## src/rtl/ppu_job_sched.sv

```systemverilog
// ppu_job_sched: sequences one PPU job. Latches a job descriptor, pulls
// 16-lane partial-sum vectors from the MAC array, presents each to the PPU
// for VALID_HOLD cycles, waits for the PPU result under a watchdog and
// writes the 128-bit result to consecutive output SRAM addresses.
// Optional build macro PPU_JOB_SCHED_PERF_EN adds perf_cycles/perf_stall.
module ppu_job_sched #(
    parameter int ADDR_W     = 10,
    parameter int CNT_W      = 8,
    parameter int VALID_HOLD = 5,
    parameter int TIMEOUT    = 64
) (
    input  logic              clk,
    input  logic              rst,
    input  logic              start,
    input  logic [ADDR_W-1:0] base_addr,
    input  logic [CNT_W-1:0]  num_vec,
    input  logic              in_valid,
    output logic              in_ready,
    input  logic [383:0]      in_psum,
    input  logic [7:0]        in_scale,
    input  logic [7:0]        in_bias,
    output logic              ppu_valid,
    output logic [383:0]      ppu_psum,
    output logic [7:0]        ppu_scale,
    output logic [7:0]        ppu_bias,
    input  logic              ppu_done,
    input  logic [127:0]      ppu_data,
    output logic              wr_en,
    output logic [ADDR_W-1:0] wr_addr,
    output logic [127:0]      wr_data,
    output logic              busy,
    output logic              job_done,
    output logic              err_timeout
`ifdef PPU_JOB_SCHED_PERF_EN
    ,
    output logic [31:0]       perf_cycles,
    output logic [31:0]       perf_stall
`endif
);

    localparam logic [2:0] S_IDLE   = 3'd0;
    localparam logic [2:0] S_FETCH  = 3'd1;
    localparam logic [2:0] S_ISSUE  = 3'd2;
    localparam logic [2:0] S_WAIT   = 3'd3;
    localparam logic [2:0] S_WRITE  = 3'd4;
    localparam logic [2:0] S_FINISH = 3'd5;

    // Counter widths sized so the terminal value (N-1) always fits.
    localparam int HOLD_W = (VALID_HOLD > 1) ? $clog2(VALID_HOLD) : 1;
    localparam int TO_W   = (TIMEOUT > 1) ? $clog2(TIMEOUT) : 1;
    localparam logic [HOLD_W-1:0] HOLD_LAST = HOLD_W'(VALID_HOLD - 1);
    localparam logic [TO_W-1:0]   TO_LAST   = TO_W'(TIMEOUT - 1);

    logic [2:0]        state_q,    state_d;
    logic [ADDR_W-1:0] addr_q,     addr_d;
    logic [CNT_W-1:0]  rem_q,      rem_d;
    logic [HOLD_W-1:0] hold_q,     hold_d;
    logic [TO_W-1:0]   to_q,       to_d;
    logic              done_lat_q, done_lat_d;
    logic [127:0]      data_q,     data_d;
    logic [383:0]      psum_q,     psum_d;
    logic [7:0]        scale_q,    scale_d;
    logic [7:0]        bias_q,     bias_d;
    logic              err_q,      err_d;
    logic              busy_q,     busy_d;
    logic              in_ready_q, in_ready_d;
    logic              pvalid_q,   pvalid_d;
    logic              wr_en_q,    wr_en_d;
    logic              jdone_q,    jdone_d;

    // Next-state, datapath and registered status flags (decoded from next state).
    always_comb begin
        state_d    = state_q;
        addr_d     = addr_q;
        rem_d      = rem_q;
        hold_d     = hold_q;
        to_d       = to_q;
        done_lat_d = done_lat_q;
        data_d     = data_q;
        psum_d     = psum_q;
        scale_d    = scale_q;
        bias_d     = bias_q;
        err_d      = err_q;
        case (state_q)
            S_IDLE: begin
                if (start) begin
                    addr_d = base_addr;
                    rem_d  = num_vec;
                    err_d  = 1'b0;
                    if (num_vec == CNT_W'(0)) begin
                        state_d = S_FINISH;
                    end else begin
                        state_d = S_FETCH;
                    end
                end else begin
                    state_d = S_IDLE;
                end
            end
            S_FETCH: begin
                if (in_valid) begin
                    psum_d     = in_psum;
                    scale_d    = in_scale;
                    bias_d     = in_bias;
                    hold_d     = HOLD_W'(0);
                    done_lat_d = 1'b0;
                    state_d    = S_ISSUE;
                end else begin
                    state_d = S_FETCH;
                end
            end
            S_ISSUE: begin
                // An early (single-cycle) done carries its data now; keep both.
                if (ppu_done && !done_lat_q) begin
                    done_lat_d = 1'b1;
                    data_d     = ppu_data;
                end else begin
                    done_lat_d = done_lat_q;
                end
                if (hold_q == HOLD_LAST) begin
                    to_d    = TO_W'(0);
                    state_d = S_WAIT;
                end else begin
                    hold_d = hold_q + HOLD_W'(1);
                end
            end
            S_WAIT: begin
                if (done_lat_q) begin
                    done_lat_d = 1'b0;
                    state_d    = S_WRITE;
                end else if (ppu_done) begin
                    data_d  = ppu_data;
                    state_d = S_WRITE;
                end else if (to_q == TO_LAST) begin
                    err_d   = 1'b1;
                    state_d = S_FINISH;
                end else begin
                    to_d = to_q + TO_W'(1);
                end
            end
            S_WRITE: begin
                addr_d = addr_q + ADDR_W'(1);
                rem_d  = rem_q - CNT_W'(1);
                if (rem_q == CNT_W'(1)) begin
                    state_d = S_FINISH;
                end else begin
                    state_d = S_FETCH;
                end
            end
            S_FINISH: begin
                state_d = S_IDLE;
            end
            default: begin
                state_d = S_IDLE;
            end
        endcase
        busy_d     = (state_d != S_IDLE);
        in_ready_d = (state_d == S_FETCH);
        pvalid_d   = (state_d == S_ISSUE);
        wr_en_d    = (state_d == S_WRITE);
        jdone_d    = (state_d == S_FINISH);
    end

    // State, datapath and output registers with synchronous reset.
    always_ff @(posedge clk) begin
        if (rst) begin
            state_q    <= S_IDLE;
            addr_q     <= '0;
            rem_q      <= '0;
            hold_q     <= '0;
            to_q       <= '0;
            done_lat_q <= 1'b0;
            data_q     <= '0;
            psum_q     <= '0;
            scale_q    <= 8'h00;
            bias_q     <= 8'h00;
            err_q      <= 1'b0;
            busy_q     <= 1'b0;
            in_ready_q <= 1'b0;
            pvalid_q   <= 1'b0;
            wr_en_q    <= 1'b0;
            jdone_q    <= 1'b0;
        end else begin
            state_q    <= state_d;
            addr_q     <= addr_d;
            rem_q      <= rem_d;
            hold_q     <= hold_d;
            to_q       <= to_d;
            done_lat_q <= done_lat_d;
            data_q     <= data_d;
            psum_q     <= psum_d;
            scale_q    <= scale_d;
            bias_q     <= bias_d;
            err_q      <= err_d;
            busy_q     <= busy_d;
            in_ready_q <= in_ready_d;
            pvalid_q   <= pvalid_d;
            wr_en_q    <= wr_en_d;
            jdone_q    <= jdone_d;
        end
    end

    assign in_ready    = in_ready_q;
    assign ppu_valid   = pvalid_q;
    assign ppu_psum    = psum_q;
    assign ppu_scale   = scale_q;
    assign ppu_bias    = bias_q;
    assign wr_en       = wr_en_q;
    assign wr_addr     = addr_q;
    assign wr_data     = data_q;
    assign busy        = busy_q;
    assign job_done    = jdone_q;
    assign err_timeout = err_q;

`ifdef PPU_JOB_SCHED_PERF_EN
    logic [31:0] perf_cycles_q, perf_cycles_d;
    logic [31:0] perf_stall_q,  perf_stall_d;

    // Busy-cycle and fetch-stall counters; cleared on an accepted start.
    always_comb begin
        perf_cycles_d = perf_cycles_q;
        perf_stall_d  = perf_stall_q;
        if (state_q == S_IDLE) begin
            if (start) begin
                perf_cycles_d = 32'd0;
                perf_stall_d  = 32'd0;
            end else begin
                perf_cycles_d = perf_cycles_q;
            end
        end else begin
            perf_cycles_d = perf_cycles_q + 32'd1;
            if ((state_q == S_FETCH) && !in_valid) begin
                perf_stall_d = perf_stall_q + 32'd1;
            end else begin
                perf_stall_d = perf_stall_q;
            end
        end
    end

    // Performance counter registers.
    always_ff @(posedge clk) begin
        if (rst) begin
            perf_cycles_q <= 32'd0;
            perf_stall_q  <= 32'd0;
        end else begin
            perf_cycles_q <= perf_cycles_d;
            perf_stall_q  <= perf_stall_d;
        end
    end

    assign perf_cycles = perf_cycles_q;
    assign perf_stall  = perf_stall_q;
`else
    // Build without performance counters: no extra state.
`endif

endmodule

```

## config.mk

```make
export PLATFORM = sky130hd
export DESIGN_NAME = ppu_job_sched
export DESIGN_NICKNAME = d
export VERILOG_FILES = /design/src/rtl/ppu_job_sched.sv
export SDC_FILE = /design/constraint.sdc
export NUM_CORES = 1
export LEC_CHECK = 0
export ABC_AREA = 0
export BUFFER_PORTS_ARGS = -buffer_cell sky130_fd_sc_hd__buf_4
export CAP_MARGIN = 5
export CORE_AREA = 2 2 432 434
export CTS_CLUSTER_SIZE = 28
export DETAILED_ROUTE_END_ITERATION = 8
export DIE_AREA = 0 0 434 436
export HOLD_SLACK_MARGIN = 0.1
export PLACE_DENSITY_LB_ADDON = 0.3
export RECOVER_POWER = 50
export SLEW_MARGIN = 15
export SYNTH_ARGS = -nofsm -noshare
export SYNTH_HDL_FRONTEND = slang
export SYNTH_SLANG_ARGS = --single-unit
```

## constraint.sdc

```tcl
create_clock -name clk -period 2.45 [get_ports clk]
set_clock_uncertainty 0.1 [all_clocks]
set_input_delay 0.1225 -clock clk [delete_from_list [all_inputs] [get_ports clk]]
set_output_delay 0.1225 -clock clk [all_outputs]
set_load 0.005 [all_outputs]
```

==> metrics.md, run 1 <==
| Metric | Value |
|---|---|
| Run Error | [ERROR RSZ-0060] Max buffer count reached. |
| Synthesized flop and latch total | 565 |
| Commonest cells post-synth | nand2_1 (1077), dfxtp_1 (565), a21oi_1 (549) |
| Async S/R FF share, synth | 0% |
| Post-CTS Hold Fix Bufs | 1222 |
| Io pins | 1095 |
| Status | stopped before the end |
| Setup repair bufs after CTS | 0 |
| Port-buffer cells | 1094 |
| Placer Congestion | 0.968 |
| Syn Area/Cell | 7.86 sq um |
| Site Rows | 158 |
| Syn nets | 3097 |
| Die Wd | 434 um |
| Number of synthesized flops with an enable pin | 0 |
| Post-Syn Instances | 2540 |
| Maximum level of the CTS H-tree | 3 |
| Synth top area share | 56.7% |
| Detailed Place HPWL | 93400 um |
| Clock buffer depth | 3 |
| Seq/Total Area, Yosys | 56.7% |
| Initial Utilization | 10.8% |
| Stopping stage | 4_1_cts |
| Die height | 436 um |
| Synth top area cells | dfxtp_1 (57%), nand2_1 (20%), a21oi_1 (14%) |
| Cell with the most instances after synthesis | nand2_1 |
| Post-Synthesis Cell Area | 20000 sq um |
| Yosys warns | 0 |
| Clk root buf | clkbuf_16 |
| Synth area leader | dfxtp_1 |
| Synth Flop Type | dfxtp_1 |
| Post_cts resized | 0 |
| Cell variety after synth | 63 |
| Placed cells | 5967 |
| Total number of clock tree sinks | 565 |
| TritonCTS buffer count | 77 |
==> stage by stage <==
stage,area (sq um),utilization [%],setup WS (ps),hold slack (ps)
after floorplan,20000,-,644,158
after global placement,31200,16.9,356,269
after detailed placement,31200,16.9,327,277
==> cell families after synthesis <==
logic type,synth area share (%)
compound gates,16.0
xor+xnor,0.219
fa+ha+maj,0.376
buf+inv,4.07
flops,56.7
mux,0.157
simple gates,22.5
==> run 2, diff against run 1 <==
--- a/config.mk
+++ b/config.mk
@@ -8,12 +8,10 @@
 export ABC_AREA = 0
 export BUFFER_PORTS_ARGS = -buffer_cell sky130_fd_sc_hd__buf_4
 export CAP_MARGIN = 5
-export CORE_AREA = 2 2 432 434
-export CTS_CLUSTER_SIZE = 28
+export CORE_AREA = 2 2 423 425
 export DETAILED_ROUTE_END_ITERATION = 8
-export DIE_AREA = 0 0 434 436
-export HOLD_SLACK_MARGIN = 0.1
-export PLACE_DENSITY_LB_ADDON = 0.3
+export DIE_AREA = 0 0 425 427
+export PLACE_DENSITY_LB_ADDON = 0.15
 export RECOVER_POWER = 50
 export SLEW_MARGIN = 15
 export SYNTH_ARGS = -nofsm -noshare
==> run 2 against run 1 <==
Against the previous run:
- the run now ends clean
- synthesized cell count stayed put
- synthesized area stayed put
==> metrics.md, run 2 <==
| Metric | Value |
|---|---|
| Via density | 3.56 |
| Async S/R FF share, synth | 0% |
| Commonest cells post-synth | nand2_1 (1077), dfxtp_1 (565), a21oi_1 (549) |
| Routed WL | 120000 um |
| Max FO, Critical Path | 11 |
| Setup Crit Path Kind | flip-flop to flip-flop |
| Area Overhead vs Synth | 91.8% |
| Metal1 wirelength | 48200 um |
| Port-buffer cells | 1094 |
| Hold Crit Start | in_psum[114] |
| Maximum level of the CTS H-tree | 3 |
| Antenna violations before repair | 19 |
| WL per Instance | 18.1 um |
| Commonest cells after routing, fill and taps aside | nand2_1 (1077), buf_4 (591), dlygate4sd3_1 (581), dfxtp_1 (564), a21oi_1 (549) |
| Total number of clock tree sinks | 565 |
| First-pass DRT Iterations | 5 |
| Cell with the most instances after synthesis | nand2_1 |
| Total leakage power | 14.3 nW |
| Placer Congestion | 0.796 |
| Period utilization | 93.6% |
| Detailed Place HPWL | 89200 um |
| RR Startpoint | state_q[0]$_SDFF_PP0_ |
| # nets final | 4730 |
| Largest net degree at the start of global routing | 119 |
| Clk pin slew, worst setup/hold paths | 60 ps |
| Vias in the first global route | 23500 |
| Final cell count without fillers | 6602 |
| DRT iter0 DRCs | 977 |
| Congestion Overflow GR | 0 |
| Io pins | 1095 |
| Pins Over Slew Limit | 0 |
| Slew headroom | 51.8% |
| TNS Setup | 0 ps |
| Highest Signal Layer | met5 |
| GR Util All Layers | 12.5% |
| Synthesized flop and latch total | 565 |
| Synth Flop Type | dfxtp_1 |
| Die area | 181000 sq um |
| Hold slack | 120 ps |
| Seq/Total Area, Yosys | 56.7% |
| Max-Cap Viols | 0 |
| Clock period minus worst slack | 2290 ps |
| FMAX | 436 MHz |
| Cell variety after synth | 63 |
| Core area | 177000 sq um |
| Synth area leader | dfxtp_1 |
| CTS tree | done |
| Placed cells | 5865 |
| Synth top area share | 56.7% |
| Met2 WL | 59300 um |
| WP data arrival | 2810 ps |
| Clock Latency Late Sink | 690 ps |
| RSZ-0062 raised after global routing | no |
| Max reg flops | 384 |
| Pwr Total | 25.0 mW |
| Syn nets | 3097 |
| CP Capture Type | flip-flop |
| Hold path depth | 4 |
| Vias | 23500 |
| HP Class | primary input to flip-flop |
| R2R cell count | 6 |
| Initial Utilization | 11.3% |
| Die Wd | 425 um |
| Maximum resistive drop on vdd | 0.478 mV |
| CP required | 2970 ps |
| Site Rows | 155 |
| Synth top area cells | dfxtp_1 (57%), nand2_1 (20%), a21oi_1 (14%) |
| Number of synthesized flops with an enable pin | 0 |
| TritonCTS buffer count | 80 |
| DRC Markers | 0 |
| Final setup fails | 0 |
| R2R Path End | wr_addr[8]$_SDFFE_PP0P_ |
| Post-Syn Instances | 2540 |
| Post-Synthesis Cell Area | 20000 sq um |
| Met3 routed WL | 8380 um |
| Status | completed |
| Yosys warns | 0 |
| Most common cell after layout, fill and taps aside | nand2_1 |
| Clock buffer depth | 3 |
| Clk root buf | clkbuf_16 |
| Global-route wire length before repair | 166000 um |
| Flop-to-flop setup slack | 160 ps |
| Die height | 427 um |
| Final Hold Vio Count | 0 |
| Startpoint Class | flip-flop |
| Share of layout cells above drive strength 1 | 21.8% |
| Syn Area/Cell | 7.86 sq um |
| Power per standard cell area | 652 nW/um^2 |
| Hold EP | ppu_psum[114]$_SDFFE_PP0P_ |
| Remaining antenna violation count | 0 |
| Worst-Margin Slew | 723 ps |
| Setup repair bufs after CTS | 0 |
run 2: cell counts after synthesis:
Identical to the previous run, type by type.
run 2: metal layers:
layer | vias to the layer above | track usage (%)
li1 | 11600 | -
met1 | 11000 | 14.3
met2 | 678 | 21.4
met3 | 183 | 4.27
met4 | 4 | 4.33
met5 | - | 0
run 2: worst max-delay path by stage:
stage	startpoint	to	slack, ps
floorplan	state_q[2]$_SDFF_PP0_	rem_q[4]$_SDFFE_PP0P_	640
global placement	state_q[1]$_SDFF_PP0_	wr_data[17]$_SDFFE_PP0P_	230
detailed placement	state_q[1]$_SDFF_PP0_	wr_data[2]$_SDFFE_PP0P_	220
CTS	state_q[0]$_SDFF_PP0_	wr_addr[5]$_SDFFE_PP0P_	40
global route	state_q[0]$_SDFF_PP0_	wr_addr[8]$_SDFFE_PP0P_	20
finish	state_q[0]$_SDFF_PP0_	wr_addr[8]$_SDFFE_PP0P_	160
run 2: critical path, cell delays in order (launching register included):
cell	delay, ps
dfxtp_1	420
buf_4	210
nor4b_2	370
buf_4	270
a22oi_1	100
dlygate4sd3_1	580
o22ai_1	140
run 2: cell families (layout without fill, tap and decap cells):
| logic type | after synthesis | in the layout | share of synthesized area, % |
|---|---|---|---|
| other | 0 | 12 | 0 |
| AND/OR/NAND/NOR | 1155 | 1155 | 22.5 |
| multiplexers | 3 | 3 | 0.157 |
| flip-flops | 565 | 565 | 56.7 |
| XOR/XNOR | 5 | 5 | 0.219 |
| adder cells (fa/ha/maj) | 6 | 6 | 0.376 |
| buffers and inverters | 200 | 1895 | 4.07 |
| AO/OA/AOI/OAI | 606 | 606 | 16.0 |
run 2: cell type report:
cell class              instances  area (sq um)
multi-input cells            1775          7880
inverters                       8          30.0
diodes                         12          30.0
fillers                     20200        139000
clock inverters                26           277
well taps                    2355          2950
flip-flops and latches        565         11300
repair buffers               1743         13500
clock buffers                 118          2360
run 2: repair_timing:
item                                   4_1_cts  5_1_grt
hold buffers                               581        0
gates resized for setup                      0        3
setup endpoints to repair                    0        9
endpoints found under the hold margin      562        0
run 2: power by group:
part | total [mW] | leakage (nW) | switching [mW] | internal (mW)
sequential | 9.79 | 4.58 | 0.239 | 9.55
clock | 11.8 | 1.28 | 4.85 | 6.99
combinational | 3.34 | 8.46 | 1.57 | 1.77
run 2: through the flow:
stage	util [%]	setup slack [ps]	cell area (sq um)
final	21.6	158	38300
after global routing	21.6	24.4	38300
after CTS	22.4	40.5	39700
after detailed placement	17.6	225	31200
after global placement	17.6	231	31200
after floorplan	-	644	20000
Power figures use the tool's default switching activity.
==> run 3, diff against run 2 <==
==> constraint.sdc (replaced) <==
create_clock -name clk -period 2.15 [get_ports clk]
set_clock_uncertainty 0.1 [all_clocks]
set_input_delay 0.1075 -clock clk [delete_from_list [all_inputs] [get_ports clk]]
set_output_delay 0.1075 -clock clk [all_outputs]
set_load 0.005 [all_outputs]
==> run 3 against run 2 <==
Against the previous run:
- first-iteration DRC count fell by 7.4%
- highest routed layer unchanged
- via count shrank 0.85%
- worst hold slack worse by 17 ps
==> metrics.md, run 3 (synthesized netlist as in run 2, its figures left out) <==
| Metric | Value |
|---|---|
| Via density | 3.54 |
| Startpoint Class | flip-flop |
| WP data arrival | 2510 ps |
| Largest net degree at the start of global routing | 129 |
| CP required | 2660 ps |
| Port-buffer cells | 1094 |
| Vias in the first global route | 23100 |
| First-pass DRT Iterations | 5 |
| Share of layout cells above drive strength 1 | 21.8% |
| Final Hold Vio Count | 0 |
| Clk pin slew, worst setup/hold paths | 60 ps |
| Maximum level of the CTS H-tree | 3 |
| HP Class | primary input to flip-flop |
| Total leakage power | 14.2 nW |
| Max FO, Critical Path | 8 |
| Antenna violations before repair | 18 |
| Routed WL | 118000 um |
| Global-route wire length before repair | 164000 um |
| CP Capture Type | flip-flop |
| Period utilization | 92.7% |
| DRT iter0 DRCs | 905 |
| TNS Setup | 0 ps |
| Clock period minus worst slack | 1990 ps |
| Placer Congestion | 0.792 |
| WL per Instance | 18.0 um |
| # nets final | 4711 |
| Area Overhead vs Synth | 90.2% |
| Slew headroom | 45.8% |
| Crit path from | state_q[1]$_SDFF_PP0_ |
| Die Wd | 425 um |
| TritonCTS buffer count | 80 |
| RR Startpoint | state_q[1]$_SDFF_PP0_ |
| Power per standard cell area | 752 nW/um^2 |
| Finished Core Util | 21.4% |
| PnR worst setup slack | 156 ps |
| Most common cell after layout, fill and taps aside | nand2_1 |
| Vias | 23300 |
| Final setup fails | 0 |
| Total number of clock tree sinks | 565 |
| Clock Latency Late Sink | 680 ps |
| Detailed Place HPWL | 88900 um |
| Max-Cap Viols | 0 |
| Congestion Overflow GR | 0 |
| R2R Path End | wr_addr[7]$_SDFFE_PP0P_ |
| Clock buffer depth | 3 |
| Remaining antenna violation count | 0 |
| RSZ-0062 raised after global routing | no |
| GR Util All Layers | 12.3% |
| Commonest cells after routing, fill and taps aside | nand2_1 (1077), buf_4 (603), dfxtp_1 (564), dlygate4sd3_1 (552), a21oi_1 (549) |
| Die height | 427 um |
| Pre-CTS setup slack | 113 ps |
| Critical path capture point | wr_addr[7]$_SDFFE_PP0P_ |
| Flop-to-flop setup slack | 160 ps |
| CTS tree | done |
| Die area | 181000 sq um |
| Initial Utilization | 11.3% |
| Maximum resistive drop on vdd | 0.465 mV |
| Core area | 177000 sq um |
| Hold Crit Start | in_psum[126] |
| Site Rows | 155 |
| Worst-Margin Slew | 812 ps |
| Setup Crit Path Kind | flip-flop to flip-flop |
| Io pins | 1095 |
| FMAX | 502 MHz |
| Clk root buf | clkbuf_16 |
| Max reg flops | 384 |
| DRC Markers | 0 |
| Pins Over Slew Limit | 0 |
| Status | completed |
| R2R cell count | 6 |
## run 3: cell types whose count changed in the layout (fill, tap and decap cells not counted), moves of 4 or more
cell / change
buf_12: -5
buf_4: +12
clkbuf_1: +16
clkbuf_4: -12
clkbuf_8: -4
dlygate4sd3_1: -29
inv_6: +4
## run 3: layout make-up
class | instances | area [sq um]
fill | 20300 | 139000
timing repair buffer | 1724 | 13100
sequential | 565 | 11300
multi-input combinational | 1775 | 7880
tap | 2355 | 2950
clock buffer | 116 | 2270
clock inverter | 30 | 375
inverter | 8 | 30.0
antenna | 9 | 22.5
## run 3: metal layers
layer	vias to the layer above	track usage (%)	part of all wire [%]
met5	-	0	0.011
met4	2	3.74	2.7
met3	167	3.75	6.2
met2	641	21.4	50
met1	10900	14.4	41
li1	11500	-	-
## run 3: power by group
group	switching [mW]	internal, mW	total (mW)
logic	1.79	1.98	3.77
registers	0.265	10.9	11.2
clock network	5.56	8.08	13.6
## run 3: worst min path at each step
stage	end	depth (start not counted)	slack (ps)
final	ppu_psum[126]$_SDFFE_PP0P_	4	100
after global routing	ppu_psum[126]$_SDFFE_PP0P_	4	40
after CTS	ppu_psum[105]$_SDFFE_PP0P_	4	5
after detailed placement	ppu_psum[286]$_SDFFE_PP0P_	3	260
after global placement	ppu_psum[246]$_SDFFE_PP0P_	3	250
after floorplan	ppu_bias[0]$_SDFFE_PP0P_	2	140
## run 3: stage by stage
| step | std cells | instance area (sq um) | hold slack (ps) | total power [mW] |
|---|---|---|---|---|
| floorplan | 2540 | 20000 | 143 | 12.4 |
| global route | 6576 | 38000 | 42.3 | 30.0 |
| finish | 6582 | 38000 | 103 | 28.5 |
| global placement | 5872 | 31200 | 254 | 14.6 |
| CTS | 6570 | 39400 | 4.97 | 29.5 |
| detailed placement | 5872 | 31200 | 263 | 14.6 |
## run 3: critical path, cell delays in order, from the launching register on
cell,delay [ps]
dfxtp_1,380
buf_4,190
nor4b_4,290
buf_4,230
nand2_1,70
dlygate4sd3_1,550
a31oi_1,120
## run 3: what timing repair did
item	4_1_cts	5_1_grt
resized for setup	0	3
setup endpoints to repair	0	12
hold buffers	552	0
endpoints found under the hold margin	565	0
setup buffers	0	3
==> run 4, diff against run 3 <==
--- a/config.mk
+++ b/config.mk
@@ -6,11 +6,11 @@
 export NUM_CORES = 1
 export LEC_CHECK = 0
 export ABC_AREA = 0
-export BUFFER_PORTS_ARGS = -buffer_cell sky130_fd_sc_hd__buf_4
-export CAP_MARGIN = 5
+export CAP_MARGIN = 10
 export CORE_AREA = 2 2 423 425
 export DETAILED_ROUTE_END_ITERATION = 8
 export DIE_AREA = 0 0 425 427
+export DONT_BUFFER_PORTS = 1
 export PLACE_DENSITY_LB_ADDON = 0.15
 export RECOVER_POWER = 50
 export SLEW_MARGIN = 15
==> run 4 against run 3 <==
Against the previous run:
- the run now ends with negative hold slack, max-slew violations left
- non-clock buffer count is 1118 lower
- combinational power is 41% lower
- power shrank 6.3%
- count of clock-buffer cells in the layout decreased by 1
- clock power decreased by 4%
- highest routed layer is now met4
==> metrics.md, run 4 (synthesized netlist as in run 2, its figures left out) <==
| Metric | Value |
|---|---|
| Maximum level of the CTS H-tree | 3 |
| Total number of clock tree sinks | 565 |
| Max reg flops | 384 |
| Finished Core Util | 17.4% |
| Remaining antenna violation count | 0 |
| Final cell count without fillers | 5455 |
| Placed cells | 4777 |
| Switching pwr | 7.06 mW |
| CP Capture Type | flip-flop |
| Clock share of power | 49.1% |
| Pins Over Slew Limit | 230 |
| Antenna violations before repair | 21 |
| # nets final | 3589 |
| Max-Cap Viols | 0 |
| Vias in the first global route | 18400 |
| TritonCTS buffer count | 76 |
| Clock buffer depth | 3 |
| Final instance area | 30800 sq um |
| Power per standard cell area | 867 nW/um^2 |
| Initial Utilization | 11.3% |
| DRT iter0 DRCs | 1058 |
| Placer Congestion | 0.796 |
| Detailed Place HPWL | 79800 um |
| Setup Crit Path Kind | flip-flop to flip-flop |
| Total leakage power | 10.3 nW |
| Share of power burned in registers | 42.6% |
| TNS Setup | 0 ps |
| Port-buffer cells | 0 |
| Via density | 3.56 |
| Clock period minus worst slack | 2120 ps |
| Clock Latency Late Sink | 680 ps |
| FMAX | 472 MHz |
| Die area | 181000 sq um |
| First-pass DRT Iterations | 5 |
| Startpoint Class | flip-flop |
| Clk root buf | clkbuf_16 |
| Site Rows | 155 |
| Hold slack | -554 ps |
| Vias | 19400 |
| WL per Instance | 20.0 um |
| Status | complete, but fails checks |
| Largest net degree at the start of global routing | 553 |
| Final setup fails | 0 |
| WP data arrival | 2580 ps |
| R2R cell count | 5 |
| Worst-Margin Slew | 2470 ps |
| Failing checks | negative hold slack, max-slew violations |
| Die Wd | 425 um |
| DRC Markers | 0 |
| Core area | 177000 sq um |
| Maximum resistive drop on vdd | 0.432 mV |
| Io pins | 1095 |
| Period utilization | 98.6% |
| Routed WL | 109000 um |
| Clk pin slew, worst setup/hold paths | 60 ps |
| Congestion Overflow GR | 0 |
| Die height | 427 um |
| RSZ-0062 raised after global routing | yes |
| Share of layout cells above drive strength 1 | 6.91% |
| Max FO, Critical Path | 27 |
| Pre-CTS setup slack | 164 ps |
| CTS tree | done |
| Internal | 19.7 mW |
| Slew headroom | -64.4% |
| Placed cell areas | 22900 sq um |
| Switch share | 26.4% |
| Pwr Total | 26.7 mW |
| Most common cell after layout, fill and taps aside | nand2_1 |
| Logic pwr share | 8.3% |
| GR Util All Layers | 11.1% |
| HP Class | primary input to flip-flop |
| Area Overhead vs Synth | 54.5% |
| CP required | 2610 ps |
| Hold path depth | 1 |
| Global-route wire length before repair | 145000 um |
| Final Hold Vio Count | 280 |
| Commonest cells after routing, fill and taps aside | nand2_1 (1077), dfxtp_1 (563), a21oi_1 (549), dlygate4sd3_1 (525), clkbuf_16 (79) |
| PnR worst setup slack | 30.7 ps |
==> run 4: changes by cell type in the layout (fill, tap and decap cells not counted), sizes merged <==
cell,delta
clkinv,-2
inv,+2
bufinv,-3
clkbuf,-540
buf,-552
dlygate4sd3,-27
diode,-4
clkinvlp,-1
==> run 4: cell type report <==
class | instances | area, sq um
inverters | 8 | 30.0
diodes | 5 | 12.5
multi-input cells | 1775 | 7870
fillers | 20100 | 146000
clock buffers | 115 | 2250
well taps | 2355 | 2950
flip-flops and latches | 565 | 11300
repair buffers | 606 | 6120
clock inverters | 26 | 300
==> run 4: worst max-delay path: stages, from the launching register on <==
cell           delay (ps)
dfxtp_1               390
or3_4                 460
buf_12                170
nand2_1               120
a21oi_1                70
dlygate4sd3_1         590
==> run 4: power by group through the flow <==
stage / clock (mW) / combinational (mW) / sequential (mW)
after global routing: 14.1 / 2.44 / 11.4
final: 13.1 / 2.22 / 11.4
after detailed placement: 0 / 1.33 / 11.6
after global placement: 0 / 1.32 / 11.6
after floorplan: 0 / 1.00 / 11.4
after CTS: 13.8 / 2.11 / 11.4
==> run 4: timing repair <==
action / CTS / global route
setup buffers: 0 / 5
hold buffers: 450 / 75
hold endpoints to repair: 565 / 550
endpoints found under the setup margin: 0 / 5
resized for setup: 0 / 5
==> run 4: final timing paths <==
kind	start	endpoint	slack [ps]
hold reg to reg	wr_data[14]$_SDFFE_PP0P_	wr_data[14]$_SDFFE_PP0P_	370
setup / recovery	state_q[1]$_SDFF_PP0_	ppu_psum[335]$_SDFFE_PP0P_	30
setup reg to reg	state_q[1]$_SDFF_PP0_	ppu_psum[335]$_SDFFE_PP0P_	30
hold / removal	rst	wr_data[112]$_SDFFE_PP0P_	-550
==> run 4: routing by layer <==
| layer | routed length, um | GRT usage, % | vias up |
|---|---|---|---|
| met4 | 2760 | 3.85 | 0 |
| li1 | - | - | 9295 |
| met5 | 0 | 0 | - |
| met1 | 41600 | 12.3 | 9298 |
| met2 | 55400 | 19.3 | 692 |
| met3 | 9290 | 4.11 | 148 |
